$ cat config.mk
export PLATFORM = sky130hd
export DESIGN_NAME = mem256_rr_arbiter
export DESIGN_NICKNAME = d
export VERILOG_FILES = /design/src/rtl/mem256_rr_arbiter.sv
export SDC_FILE = /design/constraint.sdc
export NUM_CORES = 1
export LEC_CHECK = 0
export ABC_AREA = 0
export ABC_CLOCK_PERIOD_IN_PS = 3500
export BUFFER_PORTS_ARGS = -buffer_cell sky130_fd_sc_hd__buf_4
export CORE_MARGIN = 4
export CORE_UTILIZATION = 25
export CTS_CLUSTER_SIZE = 10
export DETAILED_ROUTE_END_ITERATION = 12
export MAX_ROUTING_LAYER = met4
export SYNTH_ARGS = -nofsm -noshare
export SYNTH_HDL_FRONTEND = slang
export SYNTH_SLANG_ARGS = --single-unit
export TNS_END_PERCENT = 50
$ cat constraint.sdc
create_clock -name clk -period 3.5 [get_ports clk]
set_input_delay 0.7 -clock clk [delete_from_list [all_inputs] [get_ports clk]]
set_output_delay 0.7 -clock clk [all_outputs]
set_load 0.01 [all_outputs]
$ cat src/rtl/mem256_rr_arbiter.sv
// Round-robin sequencer that serialises two requesters onto one 256-word memory port.
// One access in flight at a time; read data is returned to the owner with a one-cycle valid.
module mem256_rr_arbiter #(
  parameter int ADDR_W      = 8,
  parameter int DATA_W      = 8,
  parameter int WAIT_CYCLES = 0
) (
  input  logic              clk,
  input  logic              rst,
  input  logic              a_req,
  input  logic              a_we,
  input  logic [ADDR_W-1:0] a_addr,
  input  logic [DATA_W-1:0] a_wdata,
  output logic              a_gnt,
  output logic              a_rvalid,
  output logic [DATA_W-1:0] a_rdata,
  input  logic              b_req,
  input  logic              b_we,
  input  logic [ADDR_W-1:0] b_addr,
  input  logic [DATA_W-1:0] b_wdata,
  output logic              b_gnt,
  output logic              b_rvalid,
  output logic [DATA_W-1:0] b_rdata,
  output logic [ADDR_W-1:0] mem_addr,
  output logic              mem_write_en,
  output logic              mem_read_en,
  output logic [DATA_W-1:0] mem_write_in,
  input  logic [DATA_W-1:0] mem_read_out,
  output logic              busy
);

  typedef enum logic {IDLE, ACC} state_e;

  state_e      state_q;
  logic        ptr_q;   // 0: A has priority on a tie, 1: B
  logic        own_q;   // requester that owns the access in flight
  logic [3:0]  cnt_q;

  logic              win_b;
  logic              sel_we;
  logic [ADDR_W-1:0] sel_addr;
  logic [DATA_W-1:0] sel_wdata;

  assign win_b     = b_req & (~a_req | ptr_q);
  assign sel_we    = win_b ? b_we    : a_we;
  assign sel_addr  = win_b ? b_addr  : a_addr;
  assign sel_wdata = win_b ? b_wdata : a_wdata;

  always_ff @(posedge clk or posedge rst) begin
    if (rst) begin
      state_q      <= IDLE;
      ptr_q        <= 1'b0;
      own_q        <= 1'b0;
      cnt_q        <= '0;
      a_gnt        <= 1'b0;
      b_gnt        <= 1'b0;
      a_rvalid     <= 1'b0;
      b_rvalid     <= 1'b0;
      a_rdata      <= '0;
      b_rdata      <= '0;
      mem_addr     <= '0;
      mem_write_en <= 1'b0;
      mem_read_en  <= 1'b0;
      mem_write_in <= '0;
      busy         <= 1'b0;
    end else begin
      a_gnt    <= 1'b0;
      b_gnt    <= 1'b0;
      a_rvalid <= 1'b0;
      b_rvalid <= 1'b0;
      case (state_q)
        IDLE: begin
          if (a_req | b_req) begin
            mem_addr     <= sel_addr;
            mem_write_in <= sel_wdata;
            mem_write_en <= sel_we;
            mem_read_en  <= ~sel_we;
            a_gnt        <= ~win_b;
            b_gnt        <= win_b;
            ptr_q        <= ~win_b;
            own_q        <= win_b;
            cnt_q        <= 4'(WAIT_CYCLES);
            busy         <= 1'b1;
            state_q      <= ACC;
          end
        end
        ACC: begin
          if (cnt_q == 4'd0) begin
            // Memory read is combinational, so the data is valid on this edge.
            if (mem_read_en) begin
              if (own_q) begin
                b_rdata  <= mem_read_out;
                b_rvalid <= 1'b1;
              end else begin
                a_rdata  <= mem_read_out;
                a_rvalid <= 1'b1;
              end
            end
            mem_write_en <= 1'b0;
            mem_read_en  <= 1'b0;
            busy         <= 1'b0;
            state_q      <= IDLE;
          end else begin
            cnt_q <= cnt_q - 4'd1;
          end
        end
        default: state_q <= IDLE;
      endcase
    end
  end

endmodule

==> results.py <==
metrics = {
    "outcome": {
        "status": "finished, final reports clean",
    },
    "logic_synthesis": {
        "ys_warn_count": 0,
        "synthCells": 167,
        "synth.net_count": 215,
        "yosysUniqueCellTypes": 33,
        "synth_seq_cells": 46,
        "syn_avg_cell_area_um2": 12.2,
        "yosysSeqAreaShare": 0.565,
        "netlist_area_um2": 2040,
    },
    "routing": {
        "routed_wl_um": 5110,
        "route.antenna.remaining_nets": 0,
        "route.detailed.drc": 0,
        "vias": 1643,
        "drt-vias-per-instance": 4.69,
        "wl_per_cell_um": 14.6,
        "first_iter_violations": 64,
        "first_pass_iters": 4,
    },
    "power": {
        "p_leak_nw": 1.34,
        "vdd_ir_drop_max_mv": 0.174,
        "p_per_area_nw_per_um2": 600,
    },
    "run": {
        "maxCapViolations": 0,
    },
    "cts": {
        "h-tree-depth": 2,
        "cts_buffers": 5,
        "worstSkewPairLatency_ns": 0.30,
        "cts_resized": 0,
        "cts.hold.buffers_added": 0,
        "cts_buffer_depth": 2,
        "clkSlewWorstSetupHoldPaths_ns": 0.09,
        "cts_tree": "built",
        "cts.sinks": 46,
        "cts_root_buffer": "clkbuf_8",
        "cts_setup_buffers": 0,
    },
    "place": {
        "place_ws_ns": 1.42,
        "gp_congestion": 0.763,
        "dp_hpwl_um": 3800,
        "port_buffers": 84,
    },
    "final_layout": {
        "num_antenna_cells": 0,
        "fillers": 793,
        "area_delta_synth_final_pct": 38.6,
        "drive_gt1_frac": 0.456,
        "fin_nets": 296,
        "fin_util": 0.361,
    },
    "floorplan": {
        "core_um2": 7810,
        "fp.dieH_um": 98.2,
        "rows": 32,
        "dieArea_um2": 9650,
        "die_x_um": 98.2,
        "initial_utilization": 0.261,
        "boundaryPins": 85,
    },
    "hold_path": {
        "hp-class": "flip-flop to flip-flop",
    },
    "global_route": {
        "grt_pass1_vias": 1716,
        "grt.overflow.total": 0,
        "antenna_found_initial": 0,
        "grt_pass1_wl_um": 8670,
        "grt_max_degree": 47,
        "grtUsageTotal": 0.112,
    },
    "sta": {
        "rsz0062_at_grt": "false",
        "tightest_slew_ns": 0.963,
        "slew_headroom": 0.357,
        "fin_tns_setup_ns": 0,
        "layout_min_cycle_time_ns": 1.97,
        "layout_setup_ws_ns": 1.53,
        "max_freq_mhz": 508,
        "slew_viol_final": 0,
        "hold_ws_ns": 0.509,
        "finClkSkew_ns": 0.00806,
        "hold_viol_final": 0,
        "fin_crit_sh": 0.562,
        "setup_violations": 0,
    },
    "critical_path": {
        "worstPathCellList": "and3b_1 > and4b_1 > mux2_4",
        "crit_path_max_incr_delay_ns": 0.67,
        "crit_type": "flip-flop to flip-flop",
        "start_kind": "flip-flop",
        "crit_family": "simple AND/OR/NAND/NOR gates",
        "crit_required_ns": 3.68,
        "slowest_stage": "dfrtp_1",
        "cp_num_buf_inv": 0,
        "end_kind": "flip-flop",
        "path_max_fanout": 18,
        "worstPathArrival_ns": 2.15,
    },
}
## cells by family after synthesis
logic type / Yosys count / synth area share
compound gates: 48 / 0.160
fa+ha+maj: 2 / 0.0123
buf+inv: 17 / 0.0424
flops: 46 / 0.565
mux: 18 / 0.113
simple gates: 36 / 0.107
## synthesized netlist by cell type
library cell | count | share of area
nor2_1 | 10 | 0.018
ha_1 | 2 | 0.012
clkbuf_1 | 3 | 0.0055
inv_1 | 5 | 0.0092
buf_6 | 2 | 0.011
o21ai_1 | 1 | 0.0025
and3b_1 | 1 | 0.0043
o31a_1 | 1 | 0.0043
dfrtp_1 | 46 | 0.57
or4bb_1 | 1 | 0.0055
a21oi_4 | 1 | 0.0080
a221o_1 | 8 | 0.039
o21ai_0 | 14 | 0.034
nand3_2 | 1 | 0.0049
nand2_1 | 7 | 0.013
nor4b_1 | 8 | 0.034
a21oi_1 | 10 | 0.025
a21o_1 | 1 | 0.0037
buf_2 | 5 | 0.012
a32o_1 | 1 | 0.0049
clkbuf_2 | 1 | 0.0025
mux2i_1 | 2 | 0.0098
nor2b_1 | 2 | 0.0061
o21ba_2 | 1 | 0.0049
or4_1 | 1 | 0.0037
a31oi_1 | 9 | 0.028
nor3_1 | 1 | 0.0025
buf_1 | 1 | 0.0018
mux2_4 | 8 | 0.059
o21bai_2 | 1 | 0.0055
and4b_1 | 1 | 0.0049
nand2b_1 | 3 | 0.0092
mux2_2 | 8 | 0.044
## metal layers
layer  vias to the layer above  global-route usage  share of wire
li1                        771                   -              -
met1                       809               0.149           0.45
met2                        60               0.171           0.48
met3                         3              0.0286          0.063
met4                         0              0.0284         0.0066
met5                         -                   -              0
## report_power, final
group / leakage, nW / switching (mW) / internal, mW
registers: 0.557 / 0.0943 / 0.683
logic: 0.743 / 0.244 / 0.357
clock network: 0.0373 / 0.177 / 0.137
## worst paths after layout
check | startpoint | to | slack (ns) | depth (start not counted)
max | state_q | b_rdata[3] | 1.53 | 3
max in group asynchronous | rst | cnt_q[1] | 2.28 | 2
max reg2reg | state_q | b_rdata[3] | 1.53 | 3
min in group asynchronous | rst | cnt_q[0] | 0.64 | 2
min reg2reg | ptr_q | ptr_q | 0.51 | 1
min | ptr_q | ptr_q | 0.51 | 1
## through the flow
step / power [mW] / cell area [µm²] / cells
finish: 1.69 / 2820 / 350
floorplan: 1.08 / 2040 / 167
CTS: 1.72 / 2820 / 350
global route: 1.79 / 2820 / 350
detailed placement: 1.40 / 2740 / 343
global placement: 1.39 / 2740 / 343
## sequential cells by signal, summed over array words and instances (netlist names), 4 cells and up
name / count
a_rdata: 8
b_rdata: 8
cnt_q: 4
mem_addr: 8
mem_write_in: 8
## cell type report
class	instances	area, µm²	area share
sequential	46	1150	0.408
multi-input combinational	104	798	0.283
timing repair buffer	86	646	0.229
tap	102	128	0.0452
clock buffer	6	72.6	0.0257
inverter	5	18.8	0.00665
clock inverter	1	7.51	0.00266
## cell usage in the layout (no fill, tap or decap), types with 2 or more instances in the layout
master and n:
buf_4 86, dfrtp_1 46, o21ai_0 14, nor2_1 10
a21oi_1 10, a31oi_1 9, nor4b_1 8, a221o_1 8
mux2_2 8, mux2_4 8, nand2_1 7, clkbuf_8 5
inv_1 4, nand2b_1 3, nor2b_1 2, mux2i_1 2
ha_1 2
Note: power is estimated with default switching activity, not from simulation.
